## src/rtl/ehgu_basic_pkg.sv

```systemverilog
// Shared basic types for ehgu blocks.
package ehgu_basic_pkg;

    typedef enum logic [1:0] {
        EDGE_OFF  = 2'd0,
        EDGE_RISE = 2'd1,
        EDGE_FALL = 2'd2,
        EDGE_BOTH = 2'd3
    } edge_mode_e;

endpackage

```

## src/rtl/ehgu_config_pkg.sv

```systemverilog
// Default build parameters for the ehgu edge capture unit.
package ehgu_config_pkg;

    localparam int unsigned EDGE_NUM_CH      = 8;
    localparam int unsigned EDGE_SYNC_STAGES = 2;
    localparam int unsigned EDGE_DEB_WIDTH   = 4;

endpackage

```

## src/rtl/ehgu_edge_chan.sv

```systemverilog
// One edge capture channel: synchroniser, optional debounce (EHGU_EDGE_DEBOUNCE_EN),
// edge pulses and sticky/overflow status.
module ehgu_edge_chan
    import ehgu_basic_pkg::*;
#(
    parameter int unsigned SYNC_STAGES = 2,
    parameter int unsigned DEB_WIDTH   = 4
) (
    input  logic                 clk,
    input  logic                 rstn,
    input  logic                 din,
    input  edge_mode_e           mode,
    input  logic [DEB_WIDTH-1:0] deb_len,
    input  logic                 clr,
    output logic                 level,
    output logic                 redge,
    output logic                 fedge,
    output logic                 toggle,
    output logic                 sticky,
    output logic                 ovf
);

    logic [SYNC_STAGES-1:0] sync_q;
    logic                   s;
    logic                   level_q, level_d;
    logic                   redge_q, fedge_q, toggle_q;
    logic                   sticky_q, sticky_d;
    logic                   ovf_q, ovf_d;
    logic                   q;

    assign s = sync_q[SYNC_STAGES-1];

`ifdef EHGU_EDGE_DEBOUNCE_EN
    logic [DEB_WIDTH-1:0] cnt_q, cnt_d;

    // >= rather than == so a lowered deb_len takes effect at once without wrapping.
    always_comb begin
        cnt_d   = '0;
        level_d = level_q;
        if (s != level_q) begin
            if (cnt_q >= deb_len) begin
                level_d = s;
            end else begin
                cnt_d = cnt_q + 1'b1;
            end
        end
    end

    always_ff @(posedge clk) begin
        if (!rstn) begin
            cnt_q <= '0;
        end else begin
            cnt_q <= cnt_d;
        end
    end
`else
    logic unused_deb_len;
    assign unused_deb_len = ^deb_len;
    assign level_d        = s;
`endif

    always_comb begin
        q = 1'b0;
        unique case (mode)
            EDGE_RISE: q = redge_q;
            EDGE_FALL: q = fedge_q;
            EDGE_BOTH: q = toggle_q;
            default:   q = 1'b0;
        endcase
    end

    // A coincident event beats the clear so no event is lost; clear suppresses overflow.
    always_comb begin
        sticky_d = q | (sticky_q & ~clr);
        ovf_d    = ~clr & (ovf_q | (q & sticky_q));
    end

    always_ff @(posedge clk) begin
        if (!rstn) begin
            sync_q   <= '0;
            level_q  <= 1'b0;
            redge_q  <= 1'b0;
            fedge_q  <= 1'b0;
            toggle_q <= 1'b0;
            sticky_q <= 1'b0;
            ovf_q    <= 1'b0;
        end else begin
            sync_q   <= {sync_q[SYNC_STAGES-2:0], din};
            level_q  <= level_d;
            redge_q  <= level_d & ~level_q;
            fedge_q  <= ~level_d & level_q;
            toggle_q <= level_d ^ level_q;
            sticky_q <= sticky_d;
            ovf_q    <= ovf_d;
        end
    end

    assign level  = level_q;
    assign redge  = redge_q;
    assign fedge  = fedge_q;
    assign toggle = toggle_q;
    assign sticky = sticky_q;
    assign ovf    = ovf_q;

endmodule

```

## src/rtl/ehgu_edge_capture.sv

```systemverilog
// Multi-channel edge capture top; debounce counters are built only with
// EHGU_EDGE_DEBOUNCE_EN defined.
module ehgu_edge_capture
    import ehgu_config_pkg::*;
    import ehgu_basic_pkg::*;
#(
    parameter int unsigned NUM_CH      = EDGE_NUM_CH,
    parameter int unsigned SYNC_STAGES = EDGE_SYNC_STAGES,
    parameter int unsigned DEB_WIDTH   = EDGE_DEB_WIDTH
) (
    input  logic                  clk,
    input  logic                  rstn,
    input  logic [NUM_CH-1:0]     din,
    input  logic [2*NUM_CH-1:0]   mode,
    input  logic [DEB_WIDTH-1:0]  deb_len,
    input  logic [NUM_CH-1:0]     clr,
    output logic [NUM_CH-1:0]     level,
    output logic [NUM_CH-1:0]     redge,
    output logic [NUM_CH-1:0]     fedge,
    output logic [NUM_CH-1:0]     toggle,
    output logic [NUM_CH-1:0]     sticky,
    output logic [NUM_CH-1:0]     ovf,
    output logic                  irq
);

    for (genvar i = 0; i < NUM_CH; i++) begin : g_chan
        ehgu_edge_chan #(
            .SYNC_STAGES (SYNC_STAGES),
            .DEB_WIDTH   (DEB_WIDTH)
        ) u_chan (
            .clk     (clk),
            .rstn    (rstn),
            .din     (din[i]),
            .mode    (edge_mode_e'(mode[2*i +: 2])),
            .deb_len (deb_len),
            .clr     (clr[i]),
            .level   (level[i]),
            .redge   (redge[i]),
            .fedge   (fedge[i]),
            .toggle  (toggle[i]),
            .sticky  (sticky[i]),
            .ovf     (ovf[i])
        );
    end

    assign irq = |sticky;

endmodule

```

## config.mk

```make
export PLATFORM = sky130hd
export DESIGN_NAME = ehgu_edge_capture
export DESIGN_NICKNAME = d
export VERILOG_FILES = /design/src/rtl/ehgu_basic_pkg.sv /design/src/rtl/ehgu_config_pkg.sv /design/src/rtl/ehgu_edge_chan.sv /design/src/rtl/ehgu_edge_capture.sv
export SDC_FILE = /design/constraint.sdc
export NUM_CORES = 1
export LEC_CHECK = 0
export CORE_MARGIN = 10
export CORE_UTILIZATION = 35
export CTS_CLUSTER_SIZE = 25
export DETAILED_ROUTE_END_ITERATION = 8
export PLACE_DENSITY = 0.66
export SKIP_LAST_GASP = 1
export SYNTH_ARGS = -nofsm -noshare
export SYNTH_HDL_FRONTEND = slang
export SYNTH_HIERARCHICAL = 1
export SYNTH_SLANG_ARGS = --single-unit
```

## constraint.sdc

```tcl
create_clock -name clk -period 2.13 [get_ports clk]
set_input_delay 0.426 -clock clk [delete_from_list [all_inputs] [get_ports clk]]
set_output_delay 0.426 -clock clk [all_outputs]
set_load 0.005 [all_outputs]
```

==> metrics list, run 1 <==
- Initial DRT Pass Iterations: 4
- Of all cell types, the one taking the most synthesized area is dfxtp_1.
* Clock Pin Slew Worst Setup and Hold Paths: 0.06 ns
- For this configuration, the core starts out at a cell density of 35.94%.
* Run status: completed
- In this run the mean area of a mapped cell was 11.51 um^2.
- Share of the synthesized area in the top cell type: 52.76%
- Reg2reg setup slack: 1.07 ns
- The cell count after synthesis came out at 211.
- In this run the worst hold path is classified as register to register.
- Max Clock Freq: 0.5080 GHz
- VDD sags by at most 0.0003353 V.
- Once the clock tree was built, the setup fixing pass inserted 0 buffers.
- Worst hold stages: 1
* Die boundary height: 103.3 um
- In the routed layout, each cell is associated on average with a via count of 4.541.
- Horizontal die dimension: 103.3 um
- Data on the critical path is required at its endpoint by 1.70 ns.
- The longest clock path from root to sink contains 2 buffers.
- The number of global-route vias before repair is 1768.
* Setup Viol. Count Final: 0
* Kind of start point of the critical path: register
- HPWL after detailed placement: 3893 um
* Root Driver: clkbuf_8
- Non-Filler Instances: 388
- For this run, the post-layout net count is 359.
* Final critical-path required period: 1.968 ns
- Summing over every cut layer, the via total after detailed routing is 1762.
* Clock tree from TritonCTS: built
* Number of buffers added by the clock tree synthesis step: 9
* Hold violation total from the final report: 0
- Global routing used 9.942% of the available tracks.
- Cell total after placement: 374
- In this run the count of I/O pins placed on the die edge is 87.
- Power per Cell Area: 669.4 mW/mm^2
- Grt ovf: 0
* # clock sinks: 64
* Fillcell total: 633
- Placeable core region: 0.006756 mm^2
* Setup TNS: 0 ns
- Final weighted congestion in routability-driven placement: 0.7280
- Highest-count cells in the layout ignoring fill and taps: clkdlybuf4s50_1, dfxtp_1, and2_1
* Syn nets: 265
- DRC viols: 0
- Relative max-transition margin: 74.35%
- Core Rows: 30
* 1st-iter DRT viols: 30
- Yosys warning total: 6
* Worst-path maximum fanout: 5
- The cell area that synthesis handed to floorplanning was 0.002429 mm^2.
* Setup Skew: 0.005487 ns
- Entering global routing, the biggest net connects 39 pins.
- Area grow syn2layout: 45.90%
* Wire length of the first global-routing pass: 8169 um
* Max Cap Violations: 0
- Yosys attributes the largest share of cell area to dfxtp_1, and2_1, ha_1.
* Diode insertion count for antenna repair: 0
- Final-report max-slew violation count: 0
* Data arrival time of the critical path: 1.54 ns
- H-Tree Depth: 3
- Unrepaired setup endpoints after global routing: no
- After layout, the worst path uses 92.42% of the clock period.
- Insertion delay to the later sink of the worst-skew pair: 0.32 ns
- Average wire per standard cell: 13.41 um
- R2r worst-path depth: 3
* Sequential share of the synthesized area: 52.76%
- Start-to-end type of the worst setup path: register to primary output
* Share of layout cells above drive strength 1: 12.66%
* Hold-fix buffers at CTS: 0
- The library cell used most frequently in the layout, excluding fill and tap cells, is clkdlybuf4s50_1.
* Port buffer count: 82
- Worst-margin pin slew: 0.3847 ns
- In this run, synthesis produced a sequential element count of 64.
* Total wire length: 5204 um
- Die ar.: 0.01067 mm^2
- Remaining antenna violation count: 0
- At the end of the flow the core is filled with cells to 52.44%.
- Count of cell types in the netlist: 15
- The worst setup path is captured at a primary output.
- The number of antenna violations at the first check in global routing was 0.
- The analysis attributes to cell leakage a power of 1.393 nW.
[cell usage after synthesis (all sizes together)]
cell / n
nand2b: 8
nor3b: 8
a311oi: 8
ha: 16
a21oi: 8
nor4: 2
and4b: 8
and3b: 8
nand2: 1
inv: 16
nor2b: 8
and2: 40
a21boi: 8
mux2: 8
dfxtp: 64
[flip-flops by register name, indices dropped and copies added, names as in the netlist]
| register | cells |
|---|---|
| g_chan.u_chan/fedge | 8 |
| g_chan.u_chan/level | 8 |
| g_chan.u_chan/ovf | 8 |
| g_chan.u_chan/redge | 8 |
| g_chan.u_chan/sticky | 8 |
| g_chan.u_chan/sync_q | 16 |
| g_chan.u_chan/toggle | 8 |
[through the flow]
stage               setup WS, ns  power [mW]  hold slack [ns]  cell area (um^2)
floorplan                 0.9851       1.337           0.4118              2429
global placement          0.3713       1.483           0.4143              3364
detailed placement        0.3700       1.485           0.4181              3364
CTS                      0.01658       2.412           0.4333              3537
global route           0.0006701       2.488           0.4430              3543
finish                    0.1615       2.372           0.4263              3543
[repair_timing]
action | CTS | global route
setup endpoints to repair | 0 | 1
endpoints found under the hold margin | 0 | 0
resized for setup | 0 | 1
[final timing paths]
| path | start | to |
|---|---|---|
| worst max register to register | g_chan[6].u_chan/sticky | g_chan[6].u_chan/ovf |
| worst min-delay path | g_chan[6].u_chan/sync_q[0] | g_chan[6].u_chan/sync_q[1] |
| worst min register to register | g_chan[6].u_chan/sync_q[0] | g_chan[6].u_chan/sync_q[1] |
| worst max-delay path | g_chan[7].u_chan/sticky | irq |
[logic make-up after synthesis]
group	Yosys count	synth area share [%]
adders and majority gates	16	8.243
DFF	64	52.76
buffers and inverters	16	2.473
muxes	8	4.946
and+or+nand+nor	83	24.58
AOI/OAI and AO/OA	24	7.007
[layout make-up]
class	count	area, um^2	share of cell area, %
tap	80	100.1	2.825
timing repair buffer	83	835.8	23.59
multi-input combinational	131	1094	30.86
inverter	16	60.06	1.695
clock buffer	14	172.7	4.873
sequential	64	1281	36.16
[layer usage]
metal	GRT usage (%)	part of all wire, %
met1	10.81	43
met2	15.21	45
met3	5.382	10
met4	5.455	1.1
met5	0	0
[critical path: stages (launching register included)]
cell             delay (ns)
dfxtp_1                0.35
nor4_2                 0.31
nand2_1                0.07
clkdlybuf4s50_1        0.48
[where the power goes]
group	switching (mW)	internal, mW	total, mW
sequential	0.0210	1.23	1.25
combinational	0.0660	0.138	0.204
clock	0.408	0.506	0.915
(Power assumes the default switching activity.)
==> run 2, diff against run 1 <==
- GPL_ROUTABILITY_DRIVEN: default -> 0
==> results of run 2 <==
No change in the layout: final DEF, timing and power equal those of run 1.
